$ cat src/rtl/timer_pkg.sv
// Shared definitions for the timer arbiter: FSM encoding, default width, round-robin pick.
// Pure declarations; no latency, no backpressure.
package timer_pkg;

    localparam logic [1:0] ST_IDLE = 2'd0;
    localparam logic [1:0] ST_RUN  = 2'd1;
    localparam logic [1:0] ST_DONE = 2'd2;

    localparam int DEFAULT_BITS = 16;

    // One-hot winner among the first n request bits, searching upward from ptr with wrap.
    function automatic logic [7:0] rr_pick(input logic [7:0] req, input logic [2:0] ptr, input int n);
        logic [7:0] hit;
        logic       found;
        logic [3:0] sum;
        hit   = '0;
        found = 1'b0;
        for (int k = 0; k < 8; k++) begin
            sum = {1'b0, ptr} + 4'(k);
            if (sum >= 4'(n)) begin
                sum = sum - 4'(n);
            end
            if (k < n && !found && req[sum[2:0]]) begin
                hit[sum[2:0]] = 1'b1;
                found         = 1'b1;
            end
        end
        return hit;
    endfunction

endpackage

$ cat src/rtl/timer_core.sv
// Up-counter with clear/enable and a terminal-match flag; count updates one edge after enable.
// No backpressure: the owner controls enable and clear every cycle.
module timer_core
    import timer_pkg::*;
#(
    parameter int BITS = DEFAULT_BITS
) (
    input  logic            clk,
    input  logic            reset,
    input  logic            enable,
    input  logic            clear,
    input  logic [BITS-1:0] final_value,
    output logic [BITS-1:0] count,
    output logic            tick
);

    always_ff @(posedge clk or posedge reset) begin
        if (reset) begin
            count <= '0;
        end else if (clear) begin
            count <= '0;
        end else if (enable) begin
            count <= count + 1'b1;
        end
    end

    assign tick = (count == final_value);

endmodule

$ cat src/rtl/timer_arbiter.sv
// Round-robin sharing of one timer: grant one cycle after request, done D+1 cycles after grant.
// Losing requesters simply wait (level held) until the timer returns to IDLE.
module timer_arbiter
    import timer_pkg::*;
#(
    parameter int BITS  = DEFAULT_BITS,
    parameter int N_REQ = 4
) (
    input  logic                  clk,
    input  logic                  reset,
    input  logic [N_REQ-1:0]      req,
    input  logic [N_REQ*BITS-1:0] delay,
    output logic [N_REQ-1:0]      grant,
    output logic [N_REQ-1:0]      done,
    output logic                  busy,
    output logic [BITS-1:0]       count
);

    localparam int PW = (N_REQ > 1) ? $clog2(N_REQ) : 1;

    logic [1:0]      state;
    logic [BITS-1:0] final_val;
    logic [PW-1:0]   ptr;
    logic [PW-1:0]   owner;
    logic [PW-1:0]   nxt_ptr;
    logic [PW-1:0]   win_idx;
    logic [7:0]      req_ext;
    logic [2:0]      ptr_ext;
    logic [7:0]      pick;
    logic            abort;
    logic            tick;
    logic            enable;
    logic            clear;

    always_comb begin
        req_ext              = '0;
        req_ext[N_REQ-1:0]   = req;
        ptr_ext              = 3'(ptr);
        pick                 = rr_pick(req_ext, ptr_ext, N_REQ);
        win_idx              = '0;
        for (int i = 0; i < 8; i++) begin
            if (pick[i] && i < N_REQ) begin
                win_idx = PW'(i);
            end
        end
    end

    // An owner dropping its request wins over a simultaneous terminal match.
    assign abort   = (state == ST_RUN) && !req[owner];
    assign enable  = (state == ST_RUN) && !abort && !tick;
    assign clear   = (state != ST_RUN) || abort;
    assign nxt_ptr = (owner == PW'(N_REQ - 1)) ? '0 : owner + PW'(1);
    assign busy    = (state != ST_IDLE);

    always_ff @(posedge clk or posedge reset) begin
        if (reset) begin
            state     <= ST_IDLE;
            final_val <= '0;
            ptr       <= '0;
            owner     <= '0;
            grant     <= '0;
            done      <= '0;
        end else begin
            done <= '0;
            case (state)
                ST_IDLE: begin
                    if (|req) begin
                        final_val <= delay[int'(win_idx)*BITS +: BITS];
                        grant     <= N_REQ'(1) << win_idx;
                        owner     <= win_idx;
                        state     <= ST_RUN;
                    end
                end
                ST_RUN: begin
                    if (abort) begin
                        state <= ST_IDLE;
                        grant <= '0;
                        ptr   <= nxt_ptr;
                    end else if (tick) begin
                        state <= ST_DONE;
                        done  <= grant;
                    end
                end
                ST_DONE: begin
                    state <= ST_IDLE;
                    grant <= '0;
                    ptr   <= nxt_ptr;
                end
                default: begin
                    state <= ST_IDLE;
                    grant <= '0;
                end
            endcase
        end
    end

    timer_core #(
        .BITS(BITS)
    ) u_core (
        .clk        (clk),
        .reset      (reset),
        .enable     (enable),
        .clear      (clear),
        .final_value(final_val),
        .count      (count),
        .tick       (tick)
    );

endmodule

$ cat config.mk
export PLATFORM = sky130hd
export DESIGN_NAME = timer_arbiter
export DESIGN_NICKNAME = d
export VERILOG_FILES = /design/src/rtl/timer_pkg.sv /design/src/rtl/timer_core.sv /design/src/rtl/timer_arbiter.sv
export SDC_FILE = /design/constraint.sdc
export NUM_CORES = 1
export LEC_CHECK = 0
export CAP_MARGIN = 20
export CORE_ASPECT_RATIO = 0.5
export CORE_MARGIN = 8
export CORE_UTILIZATION = 48
export DETAILED_ROUTE_END_ITERATION = 10
export PLACE_DENSITY = 0.91
export SLEW_MARGIN = 20
export SYNTH_ARGS = -nofsm -noshare
export SYNTH_HDL_FRONTEND = slang
export SYNTH_SLANG_ARGS = --single-unit
$ cat constraint.sdc
create_clock -name clk -period 3.7 [get_ports clk]
set_clock_uncertainty 0.15 [all_clocks]
set_input_delay 1.11 -clock clk [delete_from_list [all_inputs] [get_ports clk]]
set_output_delay 1.11 -clock clk [all_outputs]
set_load 0.05 [all_outputs]
==> results.txt <==
----------------------------------------------------
[Job]
  Max-cap violations ... 0

[Floorplanning]
  Initial cell density of the core ... 50.6%
  Core Region ... approximately 6200 µm²
  Width of the die ... approximately 130 µm
  Die H ... about 73 µm
  Number of I/O pins ... between 90 and 100
  Die Outline Area ... between 9000 and 10,000 µm²
  Row count ... 20

[Setup path]
  Startpoint types ... primary input
  Worst path arrival time ... about 3.4 ns
  WP data required ... between 3 and 4 ns
  CP Capture Type ... flop
  Largest fanout of any net on the critical path ... 20
  Critical path class ... in -> reg

[GRT]
  Largest net degree at the start of global routing ... 33
  Via count of the first global-routing pass ... roughly 3,100
  Global routing usage summed across all routing layers ... between 20% and 30%
  Global-route wire length before repair ... between 15,000 and 20,000 µm
  Initial antenna violation count ... 0
  Global-route congestion overflow total ... 0

[Timing]
  Highest clock frequency the design can meet ... roughly 300 MHz
  Measured slew at the worst slew-check pin ... between 0.6 and 0.7 ns
  Number of endpoints failing setup at the final stage ... 0
  Pins Over Slew Limit ... 0
  Accumulated negative setup slack ... 0 ns
  Final number of hold-violating endpoints ... 0
  Period minus WS final ... about 3.4 ns
  Portion of the clock cycle consumed by the worst path in the final layout ... approximately 92%
  RSZ-0062 raised after global routing ... no
  Max-slew headroom ... 53.4%
  Hold Worst Slack ... 0.378 ns

[Power]
  Internal portion of total power ... 1.70 mW
  Part of the total power dissipated in sequential elements ... between 20% and 30%
  Leak pwr ... between 1.5 and 2 nW
  Share of total power in combinational logic ... 59.7%
  Pwr dens ... 708 nW/µm²
  Proportion of total power due to net switching ... 44.7%
  Worst IR Drop VDD ... 0.343 mV
  Clock network power share ... 13.7%
  Net switching component of the power ... between 1 and 1.5 mW

[Routing]
  Vias post-DR ... 2,934
  Post-route antenna net violation count ... 0
  Wire length after detailed routing ... 9920 µm
  Via density per instance ... around 5.9
  Routed wire per std cell ... 20.0 µm
  Router iterations before antenna repair ... 5
  Remaining DRCs ... 0
  Iter 0 DRT Violations ... 188

[Yosys]
  Post-synthesis sequential element count ... 46
  Cells after Synth ... ~310
  Leading register cell type out of synthesis ... sky130_fd_sc_hd__dfrtp_1
  Mapped Nets ... approximately 390
  Average cell area after synthesis ... around 10 µm²
  Area share of the leading cell type in the synthesized netlist ... between 30% and 40%
  Mapped cell area ... between 3000 and 4000 µm²
  Warnings, synthesis ... 0
  Number of distinct library cells after synthesis ... 50
  Largest cells by area after synthesis ... sky130_fd_sc_hd__dfrtp_1, sky130_fd_sc_hd__mux2i_1, sky130_fd_sc_hd__xnor2_1, sky130_fd_sc_hd__o221ai_2, sky130_fd_sc_hd__and3_1
  Cell taking the most area after synthesis ... sky130_fd_sc_hd__dfrtp_1
  Async set-reset flop share out of synthesis ... 100%
  EDFF count, synth ... 0
  Sequential cell area fraction in the yosys report ... between 30 and 40%

[Cells and area]
  Proportion of layout cells with a drive suffix above 1 ... a little over a tenth
  Layout net count ... slightly below 500
  Fin util ... between 70% and 80%
  Area growth from synthesis to layout ... 38.5%
  Filler Cell Count ... 448
  Diodes inserted ... 0

[Clock tree]
  CTS Buffer Depth ... 2
  Hold buffer count at cts ... 0
  CTS tree ... yes
  Buffers inserted by post-CTS timing repair ... 0
  CTS root buffer ... sky130_fd_sc_hd__clkbuf_16
  TritonCTS Buffers ... 5
  Count of cells resized by post-cts repair ... 0
  Total number of clock tree sinks ... 46
  Register clock-pin slew on the reported worst setup and hold paths ... 0.06 ns
  Latest clock arrival within the worst-skew pair ... 0.28 ns
  H-tree Lvls ... 2

[Placed design]
  Post-DP HPWL ... about 7400 µm
  Number of port buffers ... 94
  Global placement routability congestion ... 0.826

[Worst hold path]
  Kind of path behind the tightest hold check ... reg -> reg

[Status]
  Run status ... complete, no violations

----------------------------------------------------
area by class of cell:
cell class                 instances  area (µm²)  area share [%]
sequential                        46        1150            26.6
timing repair buffer             106        1060            24.4
multi-input combinational        238        1840            42.4
tap                               88         110            2.54
inverter                          11        41.3           0.953
clock inverter                     2        10.0           0.231
clock buffer                       5         125            2.89
registers in the layout, indices dropped and copies added, names as in the netlist:
name	cells
state	2
ptr	2
grant	4
final_val	16
done	4
u_core.count	16
owner	2
cells in the mapped netlist (all sizes together), types with 5 or more instances:
cell    number
dfrtp       46
nand2       29
xnor2       23
mux2i       22
and3        18
nor2        16
a32oi       12
o221ai      12
inv         11
buf         10
o21ai       10
clkbuf       9
ha           9
nand4        8
nor2b        7
o211ai       7
and2         6
nand3        5
or3          5
worst paths after layout:
kind	start	end	slack, ns	cells after the start
setup / recovery	req[1]	grant[2]	0.28	9
hold / removal	grant[0]	grant[0]	0.38	2
setup reg to reg	ptr[0]	grant[2]	0.73	9
hold reg to reg	grant[0]	grant[0]	0.38	2
max in group asynchronous	reset	u_core.count[10]	1.61	3
min in group asynchronous	reset	final_val[3]	1.14	2
cells in the final DEF, fill, tap and decap left out, drive strengths merged, types with 8 or more instances in the layout:
master | Yosys | routed
a32oi | 12 | 12
and3 | 18 | 18
buf | 10 | 12
clkdlybuf4s50 | 0 | 94
dfrtp | 46 | 46
ha | 9 | 9
inv | 11 | 11
mux2i | 22 | 22
nand2 | 29 | 29
nand4 | 8 | 8
nor2 | 16 | 16
o21ai | 10 | 10
o221ai | 12 | 12
xnor2 | 23 | 23
metal layers:
metal | vias up | GRT usage, % | part of all wire, %
met5 | - | 0 | 0
met4 | 0 | 6.38 | 2.0
met1 | 1454 | 22.8 | 40
met2 | 105 | 40.1 | 55
met3 | 22 | 3.28 | 3.9
li1 | 1353 | - | -
kinds of logic after synthesis:
| group | Yosys count | share of synthesized area (%) |
|---|---|---|
| and+or+nand+nor | 115 | 20.0 |
| AOI/OAI and AO/OA | 60 | 17.5 |
| DFF | 46 | 36.8 |
| buffers and inverters | 30 | 4.80 |
| xor gates and xnor gates | 27 | 7.56 |
| muxes | 27 | 9.68 |
| adders and majority gates | 9 | 3.60 |
power by group through the flow:
stage	clock [mW]	combinational (mW)	sequential, mW
3_3_place_gp	0	1.70	0.801
3_5_place_dp	0	1.78	0.806
5_1_grt	0.450	1.97	0.824
6_report	0.421	1.83	0.814
4_1_cts	0.426	1.82	0.806
2_1_floorplan	0	1.27	0.824
worst max-delay path: stages:
cell and delay (ns):
sky130_fd_sc_hd__clkdlybuf4s50_1 0.49, sky130_fd_sc_hd__mux2_4 0.33, sky130_fd_sc_hd__a211oi_2 0.21, sky130_fd_sc_hd__o2111ai_2 0.24, sky130_fd_sc_hd__o2111ai_1 0.29, sky130_fd_sc_hd__buf_4 0.28
sky130_fd_sc_hd__buf_4 0.17, sky130_fd_sc_hd__nor2_1 0.05, sky130_fd_sc_hd__a22o_1 0.24
stage by stage:
stage          total power, mW  area, µm²  instances  setup slack [ns]
2_1_floorplan             2.09       3130        314             0.668
6_report                  3.07       4330        496             0.284
4_1_cts                   3.06       4330        496             0.281
5_1_grt                   3.24       4330        496             0.214
3_3_place_gp              2.50       4200        489             0.131
3_5_place_dp              2.59       4200        489            0.0467
Power figures use the tool's default switching activity.
